**src/rtl/shifter_pkg.sv**
```systemverilog
// Shared types and helpers for the barrel shifter.
// Mode decoding lives here so the datapath stays mode-agnostic.
package shifter_pkg;

  localparam int DEFAULT_WIDTH = 64;

  typedef enum logic [1:0] {
    SHIFT_SLL  = 2'b00,
    SHIFT_SRL  = 2'b01,
    SHIFT_SRA  = 2'b10,
    SHIFT_PASS = 2'b11
  } shift_mode_e;

  // Left shifts run through the right-shift network on bit-reversed data.
  function automatic logic mode_reverses(
    input shift_mode_e m
  );
    return m == SHIFT_SLL;
  endfunction

  // Only arithmetic right shifts replicate the sign bit.
  function automatic logic mode_signed(
    input shift_mode_e m
  );
    return m == SHIFT_SRA;
  endfunction

  // Pass-through forces a zero distance so the network is transparent.
  function automatic logic mode_shifts(
    input shift_mode_e m
  );
    return m != SHIFT_PASS;
  endfunction

endpackage

```
**src/rtl/shift_stage.sv**
```systemverilog
// One level of the logarithmic shifter.
// Right-shifts by the constant SHIFT when enabled, filling with fill.
module shift_stage
  import shifter_pkg::*;
#(
  parameter int WIDTH = DEFAULT_WIDTH,
  parameter int SHIFT = 1
) (
  input  logic [WIDTH-1:0] din,
  input  logic             en,
  input  logic             fill,
  output logic [WIDTH-1:0] dout
);

  logic [WIDTH-1:0] fillv;
  logic [WIDTH-1:0] moved;

  // Fill pattern occupies the SHIFT vacated MSB positions.
  always_comb begin
    fillv = {WIDTH{fill}} << (WIDTH - SHIFT);
    moved = (din >> SHIFT) | fillv;
    dout  = en ? moved : din;
  end

endmodule

```
**src/rtl/barrel_shifter.sv**
```systemverilog
// Registered log barrel shifter: SLL, SRL, SRA, pass-through.
// Define BARREL_SHIFTER_PIPE_EN to split the network (latency 2).
module barrel_shifter
  import shifter_pkg::*;
#(
  parameter  int WIDTH   = DEFAULT_WIDTH,
  localparam int SHAMT_W = $clog2(WIDTH)
) (
  input  logic               clk,
  input  logic               rst_n,
  input  logic               in_valid,
  input  logic [WIDTH-1:0]   din,
  input  logic [SHAMT_W-1:0] shamt,
  input  logic [1:0]         mode,
  output logic               out_valid,
  output logic [WIDTH-1:0]   dout
);

  localparam int HALF = SHAMT_W / 2;

  shift_mode_e        m_lo;
  logic               rev_lo;
  logic               fill_lo;
  logic [SHAMT_W-1:0] sh_lo;
  logic [WIDTH-1:0]   pre;

  logic [SHAMT_W-1:HALF] sh_hi;
  logic                  fill_hi;
  logic                  rev_hi;
  logic                  v_hi;
  logic [WIDTH-1:0]      mid;

  logic [WIDTH-1:0] st_in  [SHAMT_W];
  logic [WIDTH-1:0] st_out [SHAMT_W];
  logic [WIDTH-1:0] post;
  logic [WIDTH-1:0] res;

  logic               valid_q;
  logic [WIDTH-1:0]   dout_q;

  assign m_lo = shift_mode_e'(mode);

  // Decode mode and pre-reverse the operand for left shifts.
  always_comb begin
    rev_lo  = mode_reverses(m_lo);
    fill_lo = mode_signed(m_lo) & din[WIDTH-1];
    sh_lo   = mode_shifts(m_lo) ? shamt : '0;
    pre     = din;
    for (int i = 0; i < WIDTH; i++) begin
      pre[i] = rev_lo ? din[WIDTH-1-i] : din[i];
    end
  end

`ifdef BARREL_SHIFTER_PIPE_EN
  logic                  v_q;
  logic [WIDTH-1:0]      mid_q;
  logic [SHAMT_W-1:HALF] sh_q;
  logic                  fill_q;
  logic                  rev_q;

  // Mid-network register: partial result plus the controls still needed.
  always_ff @(posedge clk or negedge rst_n) begin
    if (!rst_n) begin
      v_q    <= 1'b0;
      mid_q  <= '0;
      sh_q   <= '0;
      fill_q <= 1'b0;
      rev_q  <= 1'b0;
    end else begin
      v_q <= in_valid;
      if (in_valid) begin
        mid_q  <= st_out[HALF-1];
        sh_q   <= sh_lo[SHAMT_W-1:HALF];
        fill_q <= fill_lo;
        rev_q  <= rev_lo;
      end
    end
  end

  assign mid     = mid_q;
  assign sh_hi   = sh_q;
  assign fill_hi = fill_q;
  assign rev_hi  = rev_q;
  assign v_hi    = v_q;
`else
  assign mid     = st_out[HALF-1];
  assign sh_hi   = sh_lo[SHAMT_W-1:HALF];
  assign fill_hi = fill_lo;
  assign rev_hi  = rev_lo;
  assign v_hi    = in_valid;
`endif

  for (genvar k = 0; k < SHAMT_W; k++) begin : g_stage
    if (k == 0) begin : g_first
      assign st_in[k] = pre;
    end else if (k == HALF) begin : g_mid
      assign st_in[k] = mid;
    end else begin : g_chain
      assign st_in[k] = st_out[k-1];
    end

    if (k < HALF) begin : g_lo
      shift_stage #(
        .WIDTH (WIDTH),
        .SHIFT (1 << k)
      ) u_stage (
        .din  (st_in[k]),
        .en   (sh_lo[k]),
        .fill (fill_lo),
        .dout (st_out[k])
      );
    end else begin : g_hi
      shift_stage #(
        .WIDTH (WIDTH),
        .SHIFT (1 << k)
      ) u_stage (
        .din  (st_in[k]),
        .en   (sh_hi[k]),
        .fill (fill_hi),
        .dout (st_out[k])
      );
    end
  end

  assign post = st_out[SHAMT_W-1];

  // Undo the input reversal for left shifts.
  always_comb begin
    res = post;
    for (int i = 0; i < WIDTH; i++) begin
      res[i] = rev_hi ? post[WIDTH-1-i] : post[i];
    end
  end

  // Output register; dout holds across idle cycles.
  always_ff @(posedge clk or negedge rst_n) begin
    if (!rst_n) begin
      valid_q <= 1'b0;
      dout_q  <= '0;
    end else begin
      valid_q <= v_hi;
      if (v_hi) begin
        dout_q <= res;
      end
    end
  end

  assign out_valid = valid_q;
  assign dout      = dout_q;

endmodule

```
**config.mk**
```make
export PLATFORM = sky130hd
export DESIGN_NAME = barrel_shifter
export DESIGN_NICKNAME = d
export VERILOG_FILES = /design/src/rtl/shifter_pkg.sv /design/src/rtl/shift_stage.sv /design/src/rtl/barrel_shifter.sv
export SDC_FILE = /design/constraint.sdc
export NUM_CORES = 1
export LEC_CHECK = 0
export BUFFER_PORTS_ARGS = -buffer_cell sky130_fd_sc_hd__buf_2
export CORE_MARGIN = 5
export CORE_UTILIZATION = 35
export CTS_CLUSTER_DIAMETER = 120
export DETAILED_ROUTE_END_ITERATION = 6
export RECOVER_POWER = 25
export SLEW_MARGIN = 40
export SYNTH_ARGS = -nofsm -noshare
export SYNTH_HDL_FRONTEND = slang
export SYNTH_SLANG_ARGS = --single-unit
export TNS_END_PERCENT = 1
```
**constraint.sdc**
```tcl
create_clock -name clk -period 0.81 [get_ports clk]
set_input_delay 0.0405 -clock clk [delete_from_list [all_inputs] [get_ports clk]]
set_output_delay 0.0405 -clock clk [all_outputs]
set_load 0.01 [all_outputs]
```
==> impl_metrics.ini <==
[place]
gp_congestion = 1.08
numPortBuffers = 139
dp_hpwl_um = 56100
dpl_cell_area_mm2 = 0.0157

[detailed_routing]
drtAntennaViolNets = 0
viasPerCell = 6.65
drt_iter0_drc = 2354
wl_um = 70000
firstDrtPassIters = 6
vias = 16301
post-route-drc-count = 0
wl_per_cell_um = 28.6

[timing]
period_share = 3.00
slew-limit-headroom = 0.604
finalSetupViolCount = 129
worst_pin_slew_ps = 592
clock_skew_ps = 0
hold_viol_final = 0
rsz0062_at_grt = yes
final.setup.tns_ps = -100660
slew_violations = 0
min_period_ps = 2430
max_freq_mhz = 412
worst_slack_ps = -1620

[global_routing]
grt_start_max_net_pins = 66
gr-total-overflow = 0
grt_util_all_layers = 0.396
grt_first_pass_wirelength_um = 101000
grt_pass1_vias = 15554
antenna_found_initial = 0

[synthesis]
synth_top_area_share = 0.155
avgSynthCellArea_um2 = 7.29
synth_nets = 1511
syn_inst = 1436
synth_cell_types = 110
ys_seq_area_frac = 0.155
ys_seq_elements = 65
netlist_area_mm2 = 0.0105
synth.most_common_cell = nor2_1
synthArstFlopShare = 1.00
yosysWarnings = 0
synthTopCellsByArea = dfrtp_1, mux2i_1, o211ai_1, nor2_1, o21ai_0
synth_edf_count = 0
yosys.area.top_type = dfrtp_1
synth_common_cells = nor2_1, o21ai_0, a21oi_1
synth_flop_cell = dfrtp_1

[worst_setup_path]
path_delay_family = compound AO/OA/AOI/OAI gates
cp_slowest_cell = a221oi_2
worst-path-buf-inv = 5
worstPathMaxFanout = 14
reg2reg_depth = 3
cp-end-kind = register
critPathLaunchType = input port
critPathArrivalTime_ps = 2640
cpPeakStageDelay_ps = 360
critical_path_class = input port to register
worstSetupPathDepth = 13
required_ps = 1020
cp_cell_sequence = buf_4 > buf_12 > nor3b_4 > buf_4 > o21ai_4 > buf_12 > buf_6 > o221a_4 > and2_1 > mux2_4 > a221o_1 > a221oi_2 > a211oi_1

[die]
ios = 140
dieArea_mm2 = 0.0335
die_h_um = 183
fp.dieW_um = 183
rows = 63
coreArea_mm2 = 0.0296
start_util = 0.354

[clock_tree]
clock_sinks = 65
path_clk_slew_ps = 60
clock_latency_ps = 340
cts_buffer_depth = 2
cts_buffers = 9
cts_tree = done
root_buffer = clkbuf_16
h-tree-depth = 3

[finish]
num-fill-cells = 2802
diodes = 0
nets = 2130
layout-drive-gt1-share = 0.505
fin_area_mm2 = 0.0178
areaGrowthSynthToFinish_pct = 70.3

[power]
ir_drop_uv = 1280
p_leak_nw = 7.56
power_density_mw_per_mm2 = 1290

[outcome]
violations = negative setup slack
status = finished, violations left

[hold_path]
hold_class = input port to register
holdPathStages = 3

[run]
max_cap_viol_count = 0
-- flip-flops by register name, summed over array words and instances, names as in the netlist --
name / cells
out_valid: 1
dout: 64
-- placed cells by master (no fill, tap or decap), types with 10 or more instances in the layout --
master	Yosys	final
a211oi_1	40	21
a211oi_2	5	18
a21oi_1	92	71
a21oi_2	1	21
a221oi_2	2	10
a22oi_1	18	14
a31oi_1	21	19
a32oi_1	13	13
buf_12	0	33
buf_2	51	122
buf_4	11	563
buf_6	16	34
clkbuf_16	0	12
dfrtp_1	65	64
mux2_2	19	17
mux2i_1	68	58
mux2i_2	0	10
nand2_1	89	87
nand2b_1	15	15
nand3_1	20	18
nor2_1	129	115
nor2_2	0	10
nor3_1	84	57
nor3_2	1	21
o211ai_1	73	73
o21ai_0	96	79
o21ai_1	28	35
o21ai_2	1	10
o221ai_1	42	21
o221ai_2	1	15
o22ai_1	74	63
o22ai_2	0	10
o31ai_1	19	13
-- where the power goes --
part	leakage [nW]	switching, mW	internal [mW]	total [mW]
logic	6.65	8.42	6.67	15.1
registers	0.765	0.364	3.82	4.18
clock network	0.137	1.48	2.22	3.70
-- routing by layer --
layer | global-route usage | vias up | part of all wire
met5 | 0 | - | 0
met4 | 0.131 | 0 | 0.042
met3 | 0.0894 | 218 | 0.11
met2 | 0.601 | 1095 | 0.43
met1 | 0.559 | 7994 | 0.41
li1 | - | 6994 | -
-- what timing repair did --
item / in CTS / in global routing
resized for setup: 192 / 106
cloned: 1 / 4
setup endpoints to repair: 129 / 129
setup buffers: 19 / 14
hold endpoints to repair: 66 / 0
hold buffers: 2 / 0
pin swaps: 56 / 52
-- final cells by class --
type                       count  area [µm²]  area share
sequential                    65        1630      0.0913
timing repair buffer         762        6040       0.339
clock inverter                 5        30.0     0.00168
tap                          390         488      0.0274
inverter                      13        52.6     0.00295
clock buffer                  11         253      0.0142
multi-input combinational   1204        9340       0.524
-- worst min-delay path, stage by stage --
cell,delay [ps]
buf_2,120
nor2_1,110
a211oi_1,50
-- worst paths after layout --
check                          from        to  slack, ps
hold reg to reg            dout[42]  dout[42]        490
hold / removal             in_valid  dout[29]         20
max in group asynchronous     rst_n  dout[23]         70
setup / recovery           shamt[1]  dout[57]      -1620
setup reg to reg           dout[55]  dout[55]        -70
min in group asynchronous     rst_n  dout[17]        330
-- through the flow --
stage / instances / power, mW / hold WS (ps) / setup slack, ps / util
floorplan: 1436 / 9.84 / -255 / -1350 / -
global placement: 2397 / 17.0 / 69.1 / -2430 / 0.532
detailed placement: 2397 / 17.0 / 88.2 / -2390 / 0.532
CTS: 2434 / 21.8 / 12.0 / -1540 / 0.579
global route: 2450 / 23.7 / 43.0 / -1640 / 0.603
finish: 2450 / 23.0 / 18.9 / -1620 / 0.603
-- cells by family after synthesis --
logic type | after synthesis | share of synthesized area
AO/OA/AOI/OAI | 671 | 0.456
XOR/XNOR | 2 | 0.00167
adder cells (fa/ha/maj) | 1 | 0.000956
buffers and inverters | 168 | 0.0828
flip-flops | 65 | 0.155
multiplexers | 96 | 0.0994
AND/OR/NAND/NOR | 433 | 0.204
(Power assumes the default switching activity.)
